**src/rtl/rom_arb_pkg.sv**
```systemverilog
// Shared constants and FSM encoding for arbiters that front the 8x8 ROM.
package rom_arb_pkg;

    localparam int ROM_AW      = 3;
    localparam int ROM_DW      = 8;
    localparam int ROM_LAT_DEF = 1;

    typedef enum logic [1:0] {
        S_IDLE  = 2'd0,
        S_ISSUE = 2'd1,
        S_WAIT  = 2'd2,
        S_RESP  = 2'd3
    } state_e;

endpackage

```
**src/rtl/rr_pick.sv**
```systemverilog
// Combinational round-robin picker: the first set request at or after ptr+1
// (ascending, wrapping) wins. A search that finds nothing returns zero outputs.
module rr_pick #(
    parameter int NREQ = 4,
    parameter int PW   = (NREQ > 1) ? $clog2(NREQ) : 1
) (
    input  logic [NREQ-1:0] req,
    input  logic [PW-1:0]   ptr,
    output logic [NREQ-1:0] win,
    output logic [PW-1:0]   win_idx
);

    logic [PW:0] pos_s;
    logic        found_s;

    // scan the rotated request vector for the first set bit
    always_comb begin
        win     = '0;
        win_idx = '0;
        found_s = 1'b0;
        pos_s   = '0;
        for (int k = 0; k < NREQ; k++) begin
            pos_s = {1'b0, ptr} + (PW+1)'(k) + (PW+1)'(1);
            if (pos_s >= (PW+1)'(NREQ)) begin
                pos_s = pos_s - (PW+1)'(NREQ);
            end else begin
                pos_s = pos_s;
            end
            if (!found_s && req[pos_s[PW-1:0]]) begin
                found_s                = 1'b1;
                win[pos_s[PW-1:0]]     = 1'b1;
                win_idx                = pos_s[PW-1:0];
            end else begin
                found_s = found_s;
            end
        end
    end

endmodule

```
**src/rtl/rom_rr_arbiter.sv**
```systemverilog
// Round-robin sequencer sharing the single ROM read port among NREQ requesters:
// grant, one-cycle rd pulse, wait out the ROM latency, one-cycle response pulse.
module rom_rr_arbiter
    import rom_arb_pkg::*;
#(
    parameter int NREQ    = 4,
    parameter int AW      = ROM_AW,
    parameter int DW      = ROM_DW,
    parameter int ROM_LAT = ROM_LAT_DEF
) (
    input  logic              clk,
    input  logic              rst_n,
    input  logic [NREQ-1:0]   req,
    input  logic [NREQ*AW-1:0] req_addr,
    output logic [NREQ-1:0]   gnt,
    output logic [NREQ-1:0]   rsp_valid,
    output logic [DW-1:0]     rsp_data,
    output logic              busy,
    output logic              rom_rd,
    output logic [AW-1:0]     rom_add,
    input  logic [DW-1:0]     rom_data
);

    localparam int PW = $clog2(NREQ);
    localparam int CW = 3;

    state_e          state_q, state_d;
    logic [NREQ-1:0] gnt_q, gnt_d;
    logic [NREQ-1:0] rsp_valid_q, rsp_valid_d;
    logic [DW-1:0]   rsp_data_q, rsp_data_d;
    logic            busy_q, busy_d;
    logic            rom_rd_q, rom_rd_d;
    logic [AW-1:0]   rom_add_q, rom_add_d;
    logic [PW-1:0]   ptr_q, ptr_d;
    logic [PW-1:0]   owner_q, owner_d;
    logic [CW-1:0]   cnt_q, cnt_d;
    logic [NREQ-1:0] win_s;
    logic [PW-1:0]   win_idx_s;

    rr_pick #(.NREQ(NREQ), .PW(PW)) u_pick (
        .req     (req),
        .ptr     (ptr_q),
        .win     (win_s),
        .win_idx (win_idx_s)
    );

    // next-state and next-output logic for the transaction sequencer
    always_comb begin
        state_d     = state_q;
        gnt_d       = gnt_q;
        rsp_valid_d = '0;
        rsp_data_d  = rsp_data_q;
        rom_rd_d    = 1'b0;
        rom_add_d   = rom_add_q;
        ptr_d       = ptr_q;
        owner_d     = owner_q;
        cnt_d       = cnt_q;
        case (state_q)
            S_IDLE: begin
                if (|req) begin
                    state_d   = S_ISSUE;
                    gnt_d     = win_s;
                    owner_d   = win_idx_s;
                    rom_add_d = req_addr[win_idx_s*AW +: AW];
                    rom_rd_d  = 1'b1;
                end else begin
                    state_d = S_IDLE;
                end
            end
            S_ISSUE: begin
                state_d = S_WAIT;
                cnt_d   = CW'(ROM_LAT);
            end
            S_WAIT: begin
                cnt_d = cnt_q - 3'd1;
                // count reaching one means the ROM output is valid at this edge
                if (cnt_q == 3'd1) begin
                    rsp_data_d  = rom_data;
                    rsp_valid_d = gnt_q;
                    state_d     = S_RESP;
                end else begin
                    state_d = S_WAIT;
                end
            end
            S_RESP: begin
                gnt_d   = '0;
                ptr_d   = owner_q;
                state_d = S_IDLE;
            end
            default: begin
                gnt_d   = '0;
                state_d = S_IDLE;
            end
        endcase
        busy_d = (state_d != S_IDLE);
    end

    // state and output registers; reset aborts any transaction in flight
    always_ff @(posedge clk or negedge rst_n) begin
        if (!rst_n) begin
            state_q     <= S_IDLE;
            gnt_q       <= '0;
            rsp_valid_q <= '0;
            rsp_data_q  <= '0;
            busy_q      <= 1'b0;
            rom_rd_q    <= 1'b0;
            rom_add_q   <= '0;
            ptr_q       <= PW'(NREQ-1);
            owner_q     <= '0;
            cnt_q       <= '0;
        end else begin
            state_q     <= state_d;
            gnt_q       <= gnt_d;
            rsp_valid_q <= rsp_valid_d;
            rsp_data_q  <= rsp_data_d;
            busy_q      <= busy_d;
            rom_rd_q    <= rom_rd_d;
            rom_add_q   <= rom_add_d;
            ptr_q       <= ptr_d;
            owner_q     <= owner_d;
            cnt_q       <= cnt_d;
        end
    end

    assign gnt       = gnt_q;
    assign rsp_valid = rsp_valid_q;
    assign rsp_data  = rsp_data_q;
    assign busy      = busy_q;
    assign rom_rd    = rom_rd_q;
    assign rom_add   = rom_add_q;

endmodule

```
**config.mk**
```make
export PLATFORM = sky130hd
export DESIGN_NAME = rom_rr_arbiter
export DESIGN_NICKNAME = d
export VERILOG_FILES = /design/src/rtl/rom_arb_pkg.sv /design/src/rtl/rr_pick.sv /design/src/rtl/rom_rr_arbiter.sv
export SDC_FILE = /design/constraint.sdc
export NUM_CORES = 1
export LEC_CHECK = 0
export CAP_MARGIN = 20
export CORE_ASPECT_RATIO = 1.2
export CORE_MARGIN = 1
export CORE_UTILIZATION = 40
export DETAILED_ROUTE_END_ITERATION = 6
export GPL_ROUTABILITY_DRIVEN = 0
export HOLD_SLACK_MARGIN = 0.08
export PLACE_DENSITY_LB_ADDON = 0.25
export SLEW_MARGIN = 20
export SYNTH_ARGS = -nofsm -noshare
export SYNTH_HDL_FRONTEND = slang
export SYNTH_SLANG_ARGS = --single-unit
```
**constraint.sdc**
```tcl
create_clock -name clk -period 3.8 [get_ports clk]
set_input_delay 0.95 -clock clk [delete_from_list [all_inputs] [get_ports clk]]
set_output_delay 0.95 -clock clk [all_outputs]
set_load 0.02 [all_outputs]
```
==> results.md, run 1 <==
- The flow ran to the end, and the final reports show no timing, DRC or antenna violations.
- Together, buffers and inverters on the worst path number 1.
- Dividing the detail-routed wire length by the instance count gives 13.8 µm.
- The cell area after synthesis is approximately 1900 µm².
- The startpoint identified for the worst register-to-register timing path is ptr_q[0].
- The detail route stage leaves a number of antenna-violating nets equal to 0.
- The clock tree skew after final layout is ~0.0056 ns.
- For this configuration, the core starts out at a cell density of 0.427.
- In the global route stage, overall resource usage came out at 0.172.
- The measured slew at the worst slew-check pin is between 0.7 and 0.8 ns.
- By count the netlist is led by 28 x sky130_fd_sc_hd__dfrtp_1, 18 x sky130_fd_sc_hd__nand2_1, 14 x sky130_fd_sc_hd__ha_1.
- The number of antenna violations at the first check in global routing is 0.
- The capturing point of the worst reg2reg path is rom_add[1].
- The worst path required time is 3.93 ns.
- The number of distinct library cells after synthesis is 47.
- Based on the critical path, the design can be clocked at up to 0.317 GHz.
- The final number of setup-violating endpoints is 0.
- Final hold analysis gives a worst-case slack of 0.491 ns.
- The floorplan has 26 rows.
- The minimum setup slack among reg-to-reg paths is ~0.72 ns.
- The worst endpoint data arrival time is roughly 3.3 ns.
- The critical path depth is 6.
- Summing internal, switching and leakage power gives 0.00205 W.
- The die is 76.7 µm tall.
- The tree is rooted in a sky130_fd_sc_hd__clkbuf_8.
- Each instance of the synthesized netlist takes up on average 10.6 µm².
- Across the run, the number of max-cap violations was 0.
- Among all cell types in the netlist, the one instantiated most often is sky130_fd_sc_hd__dfrtp_1.
- The area of the die is 4930 µm².
- For this run the aggregate overflow at the end of global routing stands at 0.
- The internal power of the cells totals roughly 0.0012 W.
- The first global-routing pass estimated 6650 µm of wire.
- The critical path starts at req[3].
- In this run, the number of DRC markers left after iteration 0 of detailed routing was 62.
- The number of max-slew violations in the final report came to 0.
- For this run, the leading register cell type out of synthesis is sky130_fd_sc_hd__dfrtp_1.
- The total length of routed wires is between 3000 and 4000 µm.
- The vias per cell is 5.23.
- The peak per-stage delay on the critical path is between 0.6 and 0.7 ns.
- The number of nets in the synthesized netlist is roughly 220.
- Of the synthesized area, sequential elements account for 0.405.
- Counting flops with a built-in enable in the synthesized netlist gives 0.
- For the finished layout, the period the worst path requires is between 3 and 4 ns.
- The slowest stage of the critical path is the sky130_fd_sc_hd__o32ai_2 cell.
- Of all nets on the critical path, the largest fanout is 11.
- Summed over all cells, the static leakage comes to 1.07 nW.
- The depth of the most critical reg-to-reg path is 8.
- The startpoint kind of the worst setup timing path is an input pin.
- The setup TNS is 0 ns.
- IR analysis of the VDD net gives a maximum drop of 349 µV.
- Of the total power, the share spent switching nets is 0.409.
- Relative to the synthesized area, the layout overhead comes to 32.2%.
- The analysis attributes to net switching a power of 0.000836 W.
- The critical path start-end classification is in -> reg.
- The leading area contributor after synthesis is sky130_fd_sc_hd__dfrtp_1.
- The post-cts repair resize count is 0.
- The first detailed-routing pass ran for 4 iterations.
- Traced cell by cell, the critical path runs through clkdlybuf4s50_1 -> mux2_4 -> mux2_2 -> o32ai_2 -> mux2i_1 -> o221ai_1.
- The final layout contains approximately 270 nets.
- Yosys printed 0 warnings.
- The share of synthesized area in the top cell type comes to 0.377.
- 47 I/O pins were placed.
- The worst-case headroom to the max-slew limit is 0.469.
- Of the cells placed in the final design, the portion with a size suffix greater than 1 is 0.145.
- The power density over cell area is 832 nW/µm².
- The number of remaining DRC errors is 0.
- The number of buffers added by the clock tree synthesis step is 5.
- The count of clock tree sinks is 30.
- The clock tree from TritonCTS is yes.
- The H-tree was split into 2 levels.
- The HPWL after detailed placement is 3070 µm.
- Buffers added to address setup during post-CTS repair amount to 0.
- The final route contains 1,479 vias.
- In the finished design, the share of the clock period the worst path needs comes to 0.830.
- The logic gate share of total power is 0.595.
- The final number of hold-violating endpoints is 0.
- By area the synthesized netlist is led by sky130_fd_sc_hd__dfrtp_1 38%, sky130_fd_sc_hd__ha_1 9.4%, sky130_fd_sc_hd__mux2_2 6.7%, sky130_fd_sc_hd__mux2i_1 6.5%, sky130_fd_sc_hd__nand2_1 3.6%.
- The maximum number of pins on one net before global-route repair is 31.
- The critical path's top delay family is multiplexers.
- Clock-pin slew was measured on the worst setup and hold paths at 0.06 ns.
- The diode insertion count for antenna repair is 0.
- The count of input and output buffers is 46.
- The number of global-route vias before repair is around 1,400.
- The min-delay analysis places its worst path in the category reg -> reg.
- The core area is 4360 µm².
- The hold-fix buffer count after cts is 0.
- Of the total power, the clock network draws 0.126.
- The maximum count of clock buffers along a single path is 2.
- The worst-skew pair later-pin latency is 0.28 ns.
- In the synthesized netlist, the number of instances is ~180.
- Of all flip-flops after synthesis, the portion carrying an async set or reset was 1.00.
- The critical path endpoint category is a flop.
- The width of the die is 64.3 µm.
- Setup repair after global routing left no endpoint under its margin.
- Following the worst setup path forward leads to its endpoint at rom_add[1].
- The filler cells instantiated in the layout total 385.
- In this run, synthesis produced a sequential element count of 30.
- Of the total power, registers draw 0.279.
==> state kept, by name (all words and copies together) (netlist names) <==
name / cells
rom_rd: 1
cnt_q: 3
owner_q: 2
rsp_data: 8
state_q: 2
rom_add: 3
ptr_q: 2
gnt: 4
busy: 1
rsp_valid: 4
==> metal layers <==
layer / global-route usage / vias to the layer above / routed length, µm
met1: 0.204 / 701 / 1680
met3: 0.0432 / 2 / 165
met5: 0 / - / 0
met2: 0.302 / 38 / 2040
li1: - / 738 / -
met4: 0.0467 / 0 / 33
==> worst min path at each step <==
| stage | start | endpoint | slack [ns] | depth (start not counted) |
|---|---|---|---|---|
| finish | owner_q[1] | owner_q[1] | 0.49 | 2 |
| CTS | owner_q[1] | owner_q[1] | 0.50 | 2 |
| global route | rsp_data[5] | rsp_data[5] | 0.52 | 1 |
| floorplan | owner_q[1] | owner_q[1] | 0.45 | 2 |
| global placement | owner_q[1] | owner_q[1] | 0.47 | 2 |
| detailed placement | owner_q[1] | owner_q[1] | 0.48 | 2 |
==> placed cells by master (no fill, tap or decap), types with 2 or more instances in the layout <==
master and instances:
sky130_fd_sc_hd__a22o_1 3, sky130_fd_sc_hd__nand2_1 18, sky130_fd_sc_hd__mux2i_1 12, sky130_fd_sc_hd__o21ai_0 12
sky130_fd_sc_hd__o221ai_1 3, sky130_fd_sc_hd__o21a_1 2, sky130_fd_sc_hd__dfrtp_1 28, sky130_fd_sc_hd__nand3_1 2
sky130_fd_sc_hd__mux2_2 11, sky130_fd_sc_hd__inv_1 11, sky130_fd_sc_hd__nor2_1 5, sky130_fd_sc_hd__buf_4 4
sky130_fd_sc_hd__or2_2 2, sky130_fd_sc_hd__or3_1 2, sky130_fd_sc_hd__and2_1 4, sky130_fd_sc_hd__clkbuf_8 6
sky130_fd_sc_hd__nor3b_1 3, sky130_fd_sc_hd__dfstp_2 2, sky130_fd_sc_hd__a221oi_1 2, sky130_fd_sc_hd__clkdlybuf4s50_1 46
sky130_fd_sc_hd__ha_1 14, sky130_fd_sc_hd__a21oi_1 6, sky130_fd_sc_hd__a211o_1 2, sky130_fd_sc_hd__nand2b_1 2
==> stage by stage <==
| step | area (µm²) | setup slack (ns) | util | cells |
|---|---|---|---|---|
| 2_1_floorplan | 1860 | 0.950 | - | 176 |
| 3_3_place_gp | 2370 | 0.352 | 0.543 | 275 |
| 3_5_place_dp | 2370 | 0.343 | 0.543 | 275 |
| 4_1_cts | 2460 | 0.640 | 0.564 | 283 |
| 5_1_grt | 2460 | 0.458 | 0.564 | 283 |
| 6_report | 2460 | 0.644 | 0.564 | 283 |
==> kinds of logic after synthesis <==
kind of cell	Yosys count	synth area share
adders and majority gates	14	0.0942
buffers and inverters	18	0.0504
muxes	25	0.153
AOI/OAI and AO/OA	42	0.163
DFF	30	0.405
and+or+nand+nor	47	0.134
==> power by group through the flow <==
| stage | logic (W) | clock network, W | registers (W) |
|---|---|---|---|
| 3_3_place_gp | 0.00122 | 0 | 0.000573 |
| 2_1_floorplan | 0.000793 | 0 | 0.000654 |
| 4_1_cts | 0.00123 | 0.000268 | 0.000576 |
| 3_5_place_dp | 0.00123 | 0 | 0.000579 |
| 5_1_grt | 0.00134 | 0.000283 | 0.000595 |
| 6_report | 0.00122 | 0.000257 | 0.000572 |
==> cell type report <==
type | count | area [µm²] | area share
clock buffer | 7 | 86.3 | 0.0351
clock inverter | 1 | 5.00 | 0.00203
inverter | 11 | 41.3 | 0.0168
multi-input combinational | 128 | 1010 | 0.412
sequential | 30 | 753 | 0.306
tap | 56 | 70.1 | 0.0285
timing repair buffer | 50 | 490 | 0.199
==> worst min-delay path, stage by stage, from the launching register on <==
cell	delay, ns
sky130_fd_sc_hd__dfrtp_1	0.36
sky130_fd_sc_hd__nand2_1	0.05
sky130_fd_sc_hd__nand2_1	0.05
(Power assumes the default switching activity.)
==> run 2, diff against run 1 <==
clock period = 2.65 ns   (was 3.8 ns; I/O delays follow)
==> run 2 against run 1 <==
  * Non-clock buffer count rose by 22
  * Via count grew 6.6%
  * Sequential cell count unchanged
  * Design area rose by 9.1%
  * Setup slack got worse by 0.64 ns
  * Count of clock-buffer cells in the layout stayed put
  * Sequential power grew 37%
  * Wire length grew 3.3%
  * Critical path depth up 1
  * Highest routed layer unchanged
==> results.md, run 2 (synthesis results as in run 1) <==
- The part of the power in registers was 0.240 (-0.039).
- The number of remaining DRC errors is 0 (unchanged).
- The clock transition time at the flip-flop clock pins of the worst setup and hold paths is 0.06 ns (about the same).
- The minimum setup slack among reg-to-reg paths is 0.12 ns (-0.60 ns).
- The number of antenna violations at the first check in global routing was 0 (unchanged).
- The DRC marker count from the first detailed-route iteration is 50 (-19%).
- The depth of the most critical reg-to-reg path came to 7 (-1).
- The final number of hold-violating endpoints is 0 (unchanged).
- The worst setup path is captured at a flop.
- The area taken by flip-flops and latches is 753 µm² (unchanged).
- The number of max-slew violations in the final report is 0 (unchanged).
- The cell chosen for the clock root is sky130_fd_sc_hd__clkbuf_8.
- The area growth from synthesis to final layout is 44.2%.
- The internal portion of total power is 0.00197 W (+63%).
- The area of the multi-input gates was 1050 µm² (+3.3%).
- In the layout the commonest cells are 46 x sky130_fd_sc_hd__clkdlybuf4s50_1, 28 x sky130_fd_sc_hd__dfrtp_1, 24 x sky130_fd_sc_hd__buf_4.
- The worst-case headroom to the max-slew limit is 0.701 (+0.232).
- The vias per cell is 5.17 (-1.1%).
- The capturing element of the worst setup path is rom_add[0].
- The hold-fix buffer count after cts is 0 (unchanged).
- The logic gate share of total power is 0.646 (+0.051).
- The utilization after layout is 0.616 (+0.0514).
- The final number of setup-violating endpoints is 0 (unchanged).
- The global-route wire length before repair is 6550 µm (-1.5%).
- The total global routing overflow is 0 (unchanged).
- The max-capacitance violation count is 0 (unchanged).
- The maximum number of pins on one net before global-route repair came to 31 (unchanged).
- The critical path in this run is classified as in -> reg.
- The total via count after detailed routing is 1,576 (+6.6%).
- The total power is 0.00326 W (+59%).
- The placed cell count is 294 (+6.9%).
- The placed standard-cell area is 2520 µm² (+6.6%).
- The share of total power in the clock network was 0.114 (-0.012).
- The number of flip-flops in the largest register is 8 (unchanged).
- The switching part of the total power is 0.396 (-0.0123).
- The non-filler instance count after layout was 305 (+7.8%).
- Dividing the final minimum period by the clock period gives 0.999.
- The maximum count of clock buffers along a single path came to 2 (unchanged).
- The post-route antenna net violation count came to 0 (unchanged).
- The die outline height is 76.7 µm (unchanged).
- The type of the tightest min-delay check is reg -> reg.
- The maximum ir drop on the vdd rail is 623 µV (+79%).
- In this run the worst setup path begins at req[0].
- Setup repair after global routing could not meet its margin everywhere.
- Based on the critical path, the design can be clocked at up to 0.378 GHz.
- The switching component of the power is 0.00129 W (+55%).
- The share of post-route cells with drive strength above 1 is 0.229 (+0.0835).
- The area of the die is 4930 µm² (unchanged).
- The number of global-route vias before repair was 1,456 (+0.48%).
- The starting utilization of the core area is 0.427 (unchanged).
- The width of the die was 64.3 µm (unchanged).
- The layout net count is 288 (+8.3%).
- The worst path required time was 2.84 ns (-1.09 ns).
- The number of buffers added by the clock tree synthesis step is 5 (unchanged).
- The power density over cell area is 1220 nW/µm² (+46%).
- STA classifies the critical path startpoint as an input pin.
- The endpoint identified for the worst register-to-register timing path is rom_add[0].
- The flow ran to the end, and the final reports show no timing, DRC or antenna violations.
- The area of all placed cells without fillers is 2680 µm² (+9.1%).
- The time the worst path needs with I/O delays and setup is 2.65 ns.
- The setup TNS is 0 ns (unchanged).
- The largest fanout of any net on the critical path was 4 (-7).
- The routed length per instance is 13.2 µm (-4.2%).
- The measured slew at the worst slew-check pin came to 0.445 ns (-0.350 ns).
- The global-route total usage across every layer is 0.173 (+0.00130).
- The detailed-routing iteration count for the pre-antenna-repair pass is 4 (unchanged).
- The layout filler cell count is 376 (-2.3%).
- TritonCTS built the clock tree.
- In this run the critical register-to-register path is launched from ptr_q[0].
- The final HPWL from detailed placement is 3100 µm (+1.1%).
- The count of input and output buffers is 46 (unchanged).
- The leakage component of the power came to 1.18 nW (+11%).
- The number of placement rows is 26 (unchanged).
- Leaving out fill and tap cells, the most frequent cell in the layout is sky130_fd_sc_hd__clkdlybuf4s50_1.
- The core area is 4360 µm² (unchanged).
- The deepest level of the CTS H-tree is 2 (unchanged).
- The diode insertion count for antenna repair was 0 (unchanged).
- The clock tree skew after final layout was 0.00200 ns (-0.00359 ns).
- The worst endpoint data arrival time was 2.84 ns (-0.45 ns).
- The total length of routed wires is 4040 µm (+3.3%).
- The number of ports placed on the die boundary came to 47 (unchanged).
- The count of clock tree sinks came to 30 (unchanged).
- The worst-skew pair later-pin latency came to 0.28 ns (about the same).
==> run 2: critical path: stages <==
cell and delay (ns):
sky130_fd_sc_hd__clkdlybuf4s50_1 0.44, sky130_fd_sc_hd__or3b_2 0.49, sky130_fd_sc_hd__a211o_1 0.27, sky130_fd_sc_hd__a211o_1 0.29
sky130_fd_sc_hd__o221a_2 0.12, sky130_fd_sc_hd__or3_4 0.38, sky130_fd_sc_hd__o221ai_1 0.19
==> run 2: repair_timing <==
item	CTS	global route
endpoints found under the hold margin	0	0
setup endpoints to repair	1	5
setup buffers	0	3
pin swaps	1	1
gates resized for setup	1	2
==> run 2: layout make-up <==
type,instances,share of cell area
clock buffer,7,0.0322
inverter,11,0.0154
tap,56,0.0261
sequential,30,0.281
multi-input combinational,128,0.390
timing repair buffer,72,0.254
clock inverter,1,0.00186
==> run 2: per-stage QoR <==
step	worst slack [ns]	hold WS, ns
2_1_floorplan	0.00455	0.367
6_report	0.00226	0.486
3_3_place_gp	-0.264	0.471
3_5_place_dp	-0.339	0.476
4_1_cts	0.00345	0.492
5_1_grt	-0.0868	0.511
==> run 2: worst min-delay path by stage <==
stage / to / cells past startpoint / startpoint / slack [ns]
floorplan: busy / 0 / rst_n / 0.37
global placement: rom_add[2] / 2 / rom_add[2] / 0.47
detailed placement: rom_add[0] / 2 / rom_add[0] / 0.48
CTS: rom_add[0] / 2 / rom_add[0] / 0.49
global route: rom_add[0] / 2 / rom_add[0] / 0.51
finish: rom_add[0] / 2 / rom_add[0] / 0.49
==> run 2: routing by layer <==
metal / part of all wire / vias to the layer above / GRT usage
li1: - / 784 / -
met1: 0.41 / 748 / 0.198
met2: 0.53 / 35 / 0.295
met3: 0.037 / 9 / 0.0402
met4: 0.026 / 0 / 0.0911
met5: 0 / - / 0
==> run 2: power groups by stage <==
stage | registers [W] | logic, W | clock network, W
6_report | 0.000784 | 0.00211 | 0.000372
5_1_grt | 0.000808 | 0.00229 | 0.000405
4_1_cts | 0.000803 | 0.00198 | 0.000386
3_5_place_dp | 0.000809 | 0.00196 | 0
3_3_place_gp | 0.000796 | 0.00194 | 0
2_1_floorplan | 0.000938 | 0.00117 | 0
==> run 3, diff against run 2 <==
CORE_ASPECT_RATIO = unset   (was 1.2)
clock period = 2.85 ns   (was 2.65 ns; I/O delays follow)
==> run 3 against run 2 <==
  * Via count shrank 3.4%
  * Register-to-register slack better by 0.04 ns
  * Setup slack better by 0.11 ns
==> results.md, run 3 (synthesis results as in run 1) <==
- The run finished with clean final reports.
- The vias per cell is 5.16 (-0.15%).
- The maximum ir drop on the vdd rail is 500 µV (-20%).
- The number of remaining DRC errors came to 0 (unchanged).
- The share of total power in the clock network is 0.109 (-0.005).
- The total via count after detailed routing is 1,522 (-3.4%).
- The least setup slack across all paths after layout came to 0.110 ns (+0.107 ns).
- The worst endpoint data arrival time is 2.93 ns (+0.09 ns).
- The post-route antenna net violation count is 0 (unchanged).
- The measured slew at the worst slew-check pin was 0.490 ns (+0.0453 ns).
- The share of the clock period used by the worst path after layout is 0.961.
- The worst setup path is captured at a flop.
- The pre-CTS worst setup slack is -0.199 ns (+0.140 ns).
- The total length of routed wires is 3820 µm (-5.4%).
- The worst-skew pair later-pin latency is 0.28 ns (about the same).
- The number of flip-flops in the largest register came to 8 (unchanged).
- The peak per-stage delay on the critical path is 0.48 ns (about the same).
- The logic gate share of total power is 0.636 (-0.010).
- The hold-fix buffer count after cts is 0 (unchanged).
- The final number of setup-violating endpoints came to 0 (unchanged).
- The maximum count of clock buffers along a single path is 2 (unchanged).
- The met2 demand-to-capacity share in global routing is 0.269 (-0.0255).
- The number of global-route vias before repair is 1,471 (+1.0%).
- The critical path start-end classification is in -> reg.
- The power density over cell area is 1100 nW/µm² (-9.6%).
- The final HPWL from detailed placement was 3000 µm (-3.4%).
- The clock tree from TritonCTS is yes.
- Relative to the synthesized area, the layout overhead comes to 38.6%.
- The number of buffers added by the clock tree synthesis step came to 5 (unchanged).
- The switching part of the total power was 0.404 (+0.00773).
- The post-CTS repair timing setup buffer count was 0 (unchanged).
- In the layout the commonest cells are 46 x sky130_fd_sc_hd__clkdlybuf4s50_1, 28 x sky130_fd_sc_hd__dfrtp_1, 21 x sky130_fd_sc_hd__buf_4.
- The setup TNS is 0 ns (unchanged).
- The part of the power in registers is 0.255 (+0.015).
- For this run, the top clock speed supported by timing is roughly 0.36 GHz.
- The starting utilization of the core area is 0.421 (-0.00532).
- The count of clock tree sinks is 30 (unchanged).
- The internal portion of total power is 0.00169 W (-14%).
- The time the worst path needs with I/O delays and setup is 2.74 ns.
- The largest fanout of any net on the critical path is 5 (+1).
- The number of antenna violations at the first check in global routing is 0 (unchanged).
- The most common cell after layout, fill and taps aside is sky130_fd_sc_hd__clkdlybuf4s50_1.
- The diode insertion count for antenna repair is 0 (unchanged).
- The number of ports placed on the die boundary came to 47 (unchanged).
- The worst-case headroom to the max-slew limit was 0.673 (-0.0275).
- The global routing stage identified its most utilized layer as met2.
- The final number of hold-violating endpoints is 0 (unchanged).
- The startpoint kind of the worst setup timing path is an input pin.
- The count of input and output buffers was 46 (unchanged).
- The max-capacitance violation count came to 0 (unchanged).
- Setup repair after global routing left no endpoint under its margin.
- Counting stages on the worst path, the most repeated cell is sky130_fd_sc_hd__a211o_1.
- The global-route total usage across every layer came to 0.167 (-0.00627).
- The die outline height came to 70.2 µm (-8.5%).
- The met1 routing resource usage after global routing is 0.214 (+0.0163).
- The area of the die came to 4930 µm² (about the same).
- The width of the die is 70.2 µm (+9.2%).
- The deepest level of the CTS H-tree is 2 (unchanged).
- The core area came to 4410 µm² (+1.3%).
- The critical path goes through clkdlybuf4s50_1 -> or3b_2 -> a211o_1 -> a211o_1 -> o221a_2 -> or3_4 -> o221ai_1.
- The share of post-route cells with drive strength above 1 is 0.198 (-0.0314).
- The detailed-routing iteration count for the pre-antenna-repair pass was 4 (unchanged).
- The min-delay analysis places its worst path in the category reg -> reg.
- The leakage component of the power was 1.14 nW (-3.8%).
- The largest individual stage delay along the critical path comes from the cell sky130_fd_sc_hd__or3b_2.
- The global-route wire length before repair is 6490 µm (-0.86%).
- CTS placed an instance of sky130_fd_sc_hd__clkbuf_8 at the clock tree root.
- The number of placement rows is 24 (-7.7%).
- The maximum number of pins on one net before global-route repair is 31 (unchanged).
- The clock tree skew after final layout was 0.00554 ns (+0.00353 ns).
- The clock transition time at the flip-flop clock pins of the worst setup and hold paths is 0.06 ns (about the same).
- The switching component of the power is 0.00114 W (-11%).
- The met3 global-route usage is 0.0418 (+0.00167).
- The DRC marker count from the first detailed-route iteration is 38 (-24%).
- The total global routing overflow is 0 (unchanged).
- The routed length per instance is 13.0 µm (-2.2%).
- The post-cts repair resize count came to 0 (-1).
- The number of max-slew violations in the final report is 0 (unchanged).
- The layout net count is 283 (-1.7%).
- The worst path required time came to 3.04 ns (+0.20 ns).
## run 3: changes by cell type in the layout (fill, tap and decap cells not counted), sizes merged
cell / delta
buf: -5
clkinv: -1
## run 3: final cells by class
cell class,instances,area [µm²]
Fill cell,380,1840
Multi-Input combinational cell,128,1020
Sequential cell,30,753
Timing Repair Buffer,67,618
Clock buffer,7,76.3
Tap cell,52,65.1
Inverter,11,41.3
## run 3: power groups by stage
stage          clock [W]  combinational, W  sequential, W
2_1_floorplan          0           0.00106       0.000872
3_3_place_gp           0           0.00175       0.000723
3_5_place_dp           0           0.00179       0.000730
4_1_cts         0.000322           0.00179       0.000725
5_1_grt         0.000336           0.00197       0.000749
6_report        0.000308           0.00180       0.000722
## run 3: path summary, 6_finish.rpt
path	slack (ns)	cells after the start	startpoint	endpoint
hold reg to reg	0.48	2	owner_q[1]	owner_q[1]
setup reg to reg	0.16	8	ptr_q[0]	gnt[3]
setup / recovery	0.11	7	req[2]	rom_add[1]
max in group asynchronous	1.72	2	rst_n	ptr_q[1]
min in group asynchronous	0.82	2	rst_n	rsp_valid[2]
hold / removal	0.48	2	owner_q[1]	owner_q[1]
## run 3: routing by layer
layer	share of wire	vias up
met5	0	-
met4	0.015	0
met3	0.062	7
met2	0.43	54
met1	0.49	692
li1	-	769
## run 3: worst max-delay path, delay by kind of cell
kind                   cells  cell delay [ns]
buffers and inverters      1             0.47
AO/OA/AOI/OAI              4             0.87
AND/OR/NAND/NOR            2             0.86
## run 3: metrics by stage
| stage | power [W] | hold slack [ns] | cell area (µm²) | util | instances |
|---|---|---|---|---|---|
| 5_1_grt | 0.00306 | 0.522 | 2580 | 0.584 | 295 |
| 3_5_place_dp | 0.00252 | 0.464 | 2490 | 0.564 | 288 |
| 2_1_floorplan | 0.00193 | 0.417 | 1860 | - | 176 |
| 6_report | 0.00283 | 0.477 | 2580 | 0.584 | 295 |
| 4_1_cts | 0.00284 | 0.480 | 2570 | 0.582 | 295 |
| 3_3_place_gp | 0.00248 | 0.460 | 2490 | 0.564 | 288 |
